### config.mk
export PLATFORM = sky130hd
export DESIGN_NAME = hps_timer_scheduler
export DESIGN_NICKNAME = d
export VERILOG_FILES = /design/src/rtl/hps_timer_scheduler.sv
export SDC_FILE = /design/constraint.sdc
export NUM_CORES = 2
export LEC_CHECK = 0
export ABC_AREA = 1
export CORE_MARGIN = 2
export CORE_UTILIZATION = 44
export DETAILED_ROUTE_END_ITERATION = 8
export PLACE_DENSITY = 0.66
export SYNTH_ARGS = -nofsm -noshare
export SYNTH_HDL_FRONTEND = slang
export SYNTH_SLANG_ARGS = --single-unit
### constraint.sdc
create_clock -name i_clk -period 7.5 [get_ports i_clk]
set_input_delay 1.125 -clock i_clk [delete_from_list [all_inputs] [get_ports i_clk]]
set_output_delay 1.125 -clock i_clk [all_outputs]
set_load 0.02 [all_outputs]
### src/rtl/hps_timer_scheduler.sv
// Prescaled 32-bit timebase with NUM_CH one-shot/periodic alarms and a round-robin event slot.
// Optional macro SCHED_OVERRUN_CNT_EN adds per-channel saturating 8-bit overrun counters.
module hps_timer_scheduler #(
   parameter int unsigned PRESCALE = 5000,
   parameter int unsigned NUM_CH   = 4,
   localparam int unsigned CH_W    = $clog2(NUM_CH)
) (
   input  logic                i_clk,
   input  logic                i_reset,
   input  logic                i_cfg_wr,
   input  logic [CH_W-1:0]     i_cfg_ch,
   input  logic                i_cfg_enable,
   input  logic                i_cfg_periodic,
   input  logic [31:0]         i_cfg_period,
   output logic                o_tick,
   output logic [31:0]         o_timebase,
   output logic                o_evt_valid,
   input  logic                i_evt_ready,
   output logic [CH_W-1:0]     o_evt_ch,
   output logic [31:0]         o_evt_time,
   output logic [NUM_CH-1:0]   o_ch_pending,
`ifdef SCHED_OVERRUN_CNT_EN
   output logic [8*NUM_CH-1:0] o_overrun_cnt,
`endif
   output logic                o_irq
);

   localparam int unsigned PW = (PRESCALE > 2) ? $clog2(PRESCALE) : 1;

   logic [PW-1:0]     r_presc;
   logic [31:0]       r_timebase;
   logic              r_tick;
   logic [NUM_CH-1:0] r_armed;
   logic [NUM_CH-1:0] r_periodic;
   logic [NUM_CH-1:0] r_pending;
   logic [31:0]       r_period   [NUM_CH];
   logic [31:0]       r_deadline [NUM_CH];
   logic [31:0]       r_stamp    [NUM_CH];
   logic              r_evt_valid;
   logic [CH_W-1:0]   r_evt_ch;
   logic [31:0]       r_evt_time;
   logic [CH_W-1:0]   r_rr_ptr;

   logic              w_tick_edge;
   logic [31:0]       w_tb_next;
   logic              w_slot_free;
   logic              w_found;
   logic              w_load;
   logic [CH_W-1:0]   w_winner;
   logic [CH_W-1:0]   w_cand;
   int unsigned       w_idx;
   logic [31:0]       w_cfg_per;
   logic [NUM_CH-1:0] w_cfg_hit;
   logic [NUM_CH-1:0] w_armed_d;
   logic [NUM_CH-1:0] w_periodic_d;
   logic [NUM_CH-1:0] w_pending_d;
   logic [NUM_CH-1:0] w_pend_l;
   logic [NUM_CH-1:0] w_overrun;
   logic [31:0]       w_period_d   [NUM_CH];
   logic [31:0]       w_deadline_d [NUM_CH];
   logic [31:0]       w_stamp_d    [NUM_CH];

   assign w_tick_edge = (r_presc == PW'(PRESCALE - 1));
   assign w_tb_next   = w_tick_edge ? r_timebase + 32'd1 : r_timebase;
   assign w_slot_free = !r_evt_valid || i_evt_ready;
   assign w_load      = w_slot_free && w_found;
   assign w_cfg_per   = (i_cfg_period == 32'd0) ? 32'd1 : i_cfg_period;

   // Round-robin search starts just after the last winner; k == NUM_CH wraps back to it.
   always_comb begin
      w_found  = 1'b0;
      w_winner = '0;
      w_idx    = 0;
      w_cand   = '0;
      for (int k = 1; k <= NUM_CH; k++) begin
         w_idx  = (int'(unsigned'(r_rr_ptr)) + k) % NUM_CH;
         w_cand = CH_W'(w_idx);
         if (!w_found && r_pending[w_cand]) begin
            w_found  = 1'b1;
            w_winner = w_cand;
         end
      end
   end

   always_comb begin
      w_armed_d    = r_armed;
      w_periodic_d = r_periodic;
      w_pend_l     = r_pending;
      w_pending_d  = r_pending;
      w_overrun    = '0;
      w_cfg_hit    = '0;
      for (int i = 0; i < NUM_CH; i++) begin
         w_period_d[i]   = r_period[i];
         w_deadline_d[i] = r_deadline[i];
         w_stamp_d[i]    = r_stamp[i];
         w_cfg_hit[i]    = i_cfg_wr && (i_cfg_ch == CH_W'(i));
         if (w_load && (w_winner == CH_W'(i))) begin
            w_pend_l[i] = 1'b0;
         end
         w_pending_d[i] = w_pend_l[i];
         if (w_tick_edge && r_armed[i] && (w_tb_next == r_deadline[i])) begin
            if (w_pend_l[i]) begin
               w_overrun[i] = 1'b1;
            end else begin
               w_pending_d[i] = 1'b1;
               w_stamp_d[i]   = w_tb_next;
            end
            if (r_periodic[i]) begin
               w_deadline_d[i] = r_deadline[i] + r_period[i];
            end else begin
               w_armed_d[i] = 1'b0;
            end
         end
         // A config write to the channel discards any same-edge expiry.
         if (w_cfg_hit[i]) begin
            w_overrun[i]    = 1'b0;
            w_stamp_d[i]    = r_stamp[i];
            w_deadline_d[i] = r_deadline[i];
            if (i_cfg_enable) begin
               w_period_d[i]   = w_cfg_per;
               w_periodic_d[i] = i_cfg_periodic;
               w_deadline_d[i] = w_tb_next + w_cfg_per;
               w_armed_d[i]    = 1'b1;
               w_pending_d[i]  = w_pend_l[i];
            end else begin
               w_armed_d[i]   = 1'b0;
               w_pending_d[i] = 1'b0;
            end
         end
      end
   end

   always_ff @(posedge i_clk) begin
      if (i_reset) begin
         r_presc     <= '0;
         r_timebase  <= '0;
         r_tick      <= 1'b0;
         r_armed     <= '0;
         r_periodic  <= '0;
         r_pending   <= '0;
         r_evt_valid <= 1'b0;
         r_evt_ch    <= '0;
         r_evt_time  <= '0;
         r_rr_ptr    <= CH_W'(NUM_CH - 1);
         for (int i = 0; i < NUM_CH; i++) begin
            r_period[i]   <= '0;
            r_deadline[i] <= '0;
            r_stamp[i]    <= '0;
         end
      end else begin
         if (w_tick_edge) begin
            r_presc    <= '0;
            r_timebase <= r_timebase + 32'd1;
            r_tick     <= 1'b1;
         end else begin
            r_presc <= r_presc + PW'(1);
            r_tick  <= 1'b0;
         end
         r_armed    <= w_armed_d;
         r_periodic <= w_periodic_d;
         r_pending  <= w_pending_d;
         for (int i = 0; i < NUM_CH; i++) begin
            r_period[i]   <= w_period_d[i];
            r_deadline[i] <= w_deadline_d[i];
            r_stamp[i]    <= w_stamp_d[i];
         end
         if (w_slot_free) begin
            if (w_found) begin
               r_evt_valid <= 1'b1;
               r_evt_ch    <= w_winner;
               r_evt_time  <= r_stamp[w_winner];
               r_rr_ptr    <= w_winner;
            end else begin
               r_evt_valid <= 1'b0;
            end
         end
      end
   end

`ifdef SCHED_OVERRUN_CNT_EN
   logic [7:0] r_ovr_cnt [NUM_CH];

   always_ff @(posedge i_clk) begin
      if (i_reset) begin
         for (int i = 0; i < NUM_CH; i++) begin
            r_ovr_cnt[i] <= '0;
         end
      end else begin
         for (int i = 0; i < NUM_CH; i++) begin
            if (w_cfg_hit[i]) begin
               r_ovr_cnt[i] <= '0;
            end else if (w_overrun[i] && (r_ovr_cnt[i] != 8'hFF)) begin
               r_ovr_cnt[i] <= r_ovr_cnt[i] + 8'd1;
            end
         end
      end
   end

   for (genvar g = 0; g < NUM_CH; g++) begin : g_ovr
      assign o_overrun_cnt[8*g +: 8] = r_ovr_cnt[g];
   end
`else
   logic w_unused_ovr;
   assign w_unused_ovr = |w_overrun;
`endif

   assign o_tick       = r_tick;
   assign o_timebase   = r_timebase;
   assign o_evt_valid  = r_evt_valid;
   assign o_evt_ch     = r_evt_ch;
   assign o_evt_time   = r_evt_time;
   assign o_ch_pending = r_pending;
   assign o_irq        = r_evt_valid | (|r_pending);

endmodule
## After elaboration in Yosys (flattened, before gate mapping)

Memory sizes are Yosys's and may differ from the RTL's. A register that Yosys moved wholly into a read port is not among the register bits.
Cells that the tools add are included.

| operators by class | value |
|---|---|
| order comparisons | 4 |
| eq/ne operators | 27 |
| reductions and logical operators | 47 |
| add/subtract/negate cells | 11 |
| bitwise gates (word level) | 13 |
| mux-type cells | 100 |

Operator list:

| cell | count |
|---|---|
| $mux 32 | 50 |
| $add 32x32->32 | 5 |
| $eq 32x32->1 | 4 |
| $mux 1 | 42 |
| $add 32x1->32 const B | 1 |
| $logic_not 32->1 | 1 |
| $logic_and 1x1->1 | 20 |
| $reduce_and 2->1 | 9 |
| $reduce_and 4->1 | 4 |
| $add 13x1->13 const B | 1 |
| $eq 13x13->1 const B | 1 |
| $or 1x1->1 | 13 |
| $lt 2x3->1 const B | 4 |
| $ne 3x3->1 const B | 4 |
| $bmux 1 s2 | 4 |
| $eq 2x2->1 const B | 4 |
| $mux 2 | 4 |
| $ne 2x1->1 const B | 4 |
| $ne 2x2->1 const B | 4 |
| $reduce_bool 2->1 | 4 |
| $add 2x1->2 const B | 2 |
| $add 2x2->2 const B | 2 |
| $eq 2x1->1 const B | 2 |
| $logic_not 1->1 | 4 |
| other kinds (5) | 9 |

| word-level totals | value |
|---|---|
| memories kept | 3 |
| RAM bits | 384 |
| register bits | 63 |
| logic and storage cells | 220 |
| bits of input ports | 40 |
| output and inout bits | 73 |

Memory list:

| name | depth | width | read ports | clocked after memory_dff | wr ports | RTL line | source |
|---|---|---|---|---|---|---|---|
| r_deadline | 4 | 32 | 4 | 0 | 4 | 37 | `logic [31:0] r_deadline [NUM_CH];` |
| r_period | 4 | 32 | 4 | 0 | 4 | 36 | `logic [31:0] r_period [NUM_CH];` |
| r_stamp | 4 | 32 | 1 | 1 | 4 | 38 | `logic [31:0] r_stamp [NUM_CH];` |

## Longest topological paths before layout

| depth | value |
|---|---|
| word-level depth | 20 |
| mapped depth | 25 |
| depth with buffers taken out | 25 |

## Least setup slack after synthesis

Ideal clock, no wire load.

| timing | value |
|---|---|
| path type | input-to-reg |
| start | in i_cfg_period[1] |
| end | mem r_deadline[2][8] |
| data arrival time | 3.923 ns |
| library setup time | 0.064 ns |
| stages | 22 |
| buffers on the path | 0 |
| setup slack | 3.513 ns |
| required time | 7.436 ns |
| path through | inv_1 -> nand4_1 -> nor4_1 -> nand4_1 -> nand2_1 -> ha_1 -> inv_1 -> fa_1 -> inv_1 -> nand2_1 -> o21ai_0 -> nand2_1 -> nand2_1 -> inv_1 -> o21ai_0 -> xor2_1 -> inv_1 -> o21ai_0 -> inv_1 -> nand2_1 -> nand2_1 -> nor2_1 |

RTL lines:

| item | RTL line | source |
|---|---|---|
| start, declared | 14 | `input logic [31:0] i_cfg_period,` |
| end, declared | 37 |  |

==> out/results.tsv <==
metric	value	unit
top cell type by total area after synthesis	dfxtp_1	
EDFF count, synth	128	
crit share post-route	0.798	
Yosys cell types	60	
R2R Path End	r_stamp[2][21]	
Crit Path Category	input port to flip-flop	
relative slew slack	0.144	
clock sink count	479	
Hold Path Sink	r_presc[0]	
VDD IR max	187	µV
met3 Track Usage GR	0.0463	
cts hold-fix bufs	0	
Initial Util	0.445	
Die Span Y	279	µm
vias in the first global route	31800	
Post-Syn Area	33200	µm²
Reg2Reg Depth	17	
TNS Setup	0	ps
Final min period	5980	ps
Leak Pwr	0.0164	µW
Arr. time, crit path	6570	ps
Hold Startpoint	r_presc[0]	
Hold Crit Class	flip-flop to flip-flop	
most common cell in the netlist	nand2_1	
asr flop ratio synth	0	
Yosys warning count	0	
I/O Pins	113	
Max FO, Critical Path	6	
Mapped Cells	5048	
worst r2r src	r_presc[0]	
storage element area	10900	µm²
Worst Hold Path Cells	1	
Fmax	167	MHz
Layout area overhead	11.2	%
syn_area_per_cell	6.57	µm²
H-tree depth	2	
Final Skew	29.3	ps
Final Hold Fails	0	
post-synthesis register bit count	479	
Crit path required time	8090	ps
global-route wire length before repair	198000	µm
post-route antenna net violation count	0	
reg2reg setup slack	2220	ps
Synth area leaders	dfxtp_1 21%, nand2_1 12%, edfxtp_1 12%	
grt met1 use	0.453	
clock buffer depth	3	
net count after synthesis	5250	
Setup violations, final	0	
met2 GRT Util	0.548	
top post-synthesis cells by count	1068 x nand2_1, 855 x nor2_1, 539 x inv_1, 462 x o21ai_0, 380 x a21oi_1	
core box area	74600	µm²
Reg clk slew, reported paths	60	ps
Diodes inserted	0	
GRT Util Overall	0.341	
WL per Instance	22.2	µm
routability-driven placement congestion ratio	1.04	
Pre-antenna DRT Iters	6	
Critical Path Start Type	input port	
CTS tree	yes	
DRC	0	
DRT iter0 DRCs	3711	
sequential-to-total area share from yosys stat	0.328	
share of cells above drive strength 1	0.0658	
max cap viols	0	
clk_lat worst skew	660	ps
Die Width	279	µm
status	finished, final reports clean	
GRT busiest layer	met2	
RSZ-0062 raised after global routing	no	
post_cts resized	0	
largest net degree at the start of global routing	133	
detailed placement HPWL	105000	µm
Post-Route WL	135000	µm
Via-to-Cell Ratio	5.67	
port bufs	112	
root buf cell	clkbuf_16	
cell row count	100	
area of the multi-input gates	19300	µm²
Least-Margin Pin Slew	1270	ps
Final Non-Filler Cells	6072	
# nets final	5257	
placed insts	5964	
setup bufs post-CTS	0	
Pwr Density	174	nW/µm²
Max Slew Vio Count	0	
DR vias	34400	
overall power	6420	µW
ys flop type	dfxtp_1	
clock buffer count from CTS	58	
DIE AREA	77600	µm²
initial antenna violation count	7	
fill count	7611	
Crit. End Element	flip-flop	
Synth top area share	0.212	
total congestion overflow	0	
placed cells by master, fill, tap and decap left out, types with 42 or more instances in the layout:
master	instances
nand2_2	42
clkbuf_16	58
a21oi_1	380
xor2_1	54
dfxtp_1	351
edfxtp_1	128
nand3b_1	44
ha_1	157
inv_1	538
nand4_1	47
o21ai_0	462
clkdlybuf4s50_1	111
nor2_1	850
nand2_1	1067
nand3_1	295
or2_2	54
layer usage:
layer / vias to the layer above / wire length (µm)
met5: - / 27
met1: 15900 / 54900
met2: 1664 / 59900
met3: 323 / 13200
met4: 4 / 6950
li1: 16500 / -
critical path, stage by stage:
cell and delay [ps]:
clkdlybuf4s50_1 440, inv_1 250, nand4_1 140, nor4_1 800, nand4_1 450, nand2_1 450, ha_1 240, inv_1 80
o21ai_0 310, a21oi_1 190, o21bai_1 330, nand2_1 90, nand2_1 210, a21boi_0 150, xnor2_1 780, nand2_1 130
o21ai_0 120, inv_1 60, nand2_1 60, nand2_1 70, nor2_1 100
kinds of logic after synthesis:
kind of cell,Yosys count,synth area share
AO/OA/AOI/OAI,1008,0.162
XOR/XNOR,86,0.0229
adder cells (fa/ha/maj),162,0.0623
buffers and inverters,760,0.0912
AND/OR/NAND/NOR,2553,0.334
flip-flops,479,0.328
sequential cells by signal, indices dropped and copies added, names as in the netlist, 2 cells and up:
| register | flops |
|---|---|
| r_presc | 13 |
| o_timebase | 32 |
| r_deadline | 128 |
| r_periodic | 4 |
| o_evt_time | 32 |
| o_ch_pending | 4 |
| o_evt_ch | 2 |
| r_period | 128 |
| r_rr_ptr | 2 |
| r_stamp | 128 |
| r_armed | 4 |
where the power goes:
group / switching [µW] / leakage, µW / total, µW / internal [µW]
clock: 1230 / 0.000972 / 2960 / 1730
sequential: 75.2 / 0.00406 / 2810 / 2740
combinational: 437 / 0.0113 / 648 / 210
total: 1740 / 0.0164 / 6420 / 4680
final cells by class:
type,count,share of cell area
Multi-Input combinational cell,3809,0.524
Sequential cell,479,0.295
Inverter,563,0.0576
Clock buffer,76,0.0442
Timing Repair Buffer,144,0.0368
Tap cell,969,0.0329
Clock inverter,32,0.00947
per-stage QoR:
step	hold WS [ps]	worst slack [ps]	utilization	area (µm²)
finish	444	1520	0.494	36900
global route	476	1530	0.494	36900
CTS	449	1860	0.494	36900
detailed placement	435	1200	0.468	34900
global placement	432	1250	0.468	34900
floorplan	418	3510	-	33200
worst max-delay path by stage:
stage | from | to | slack [ps] | cells after the start
6_report | i_cfg_period[1] | r_deadline[0][23] | 1520 | 21
5_1_grt | i_cfg_period[1] | r_deadline[0][23] | 1530 | 21
4_1_cts | i_cfg_period[1] | r_deadline[0][30] | 1860 | 25
3_5_place_dp | i_cfg_period[1] | r_deadline[0][30] | 1200 | 25
3_3_place_gp | i_cfg_period[1] | r_deadline[0][30] | 1250 | 25
2_1_floorplan | i_cfg_period[1] | r_deadline[2][8] | 3510 | 22
(Power assumes the default switching activity.)
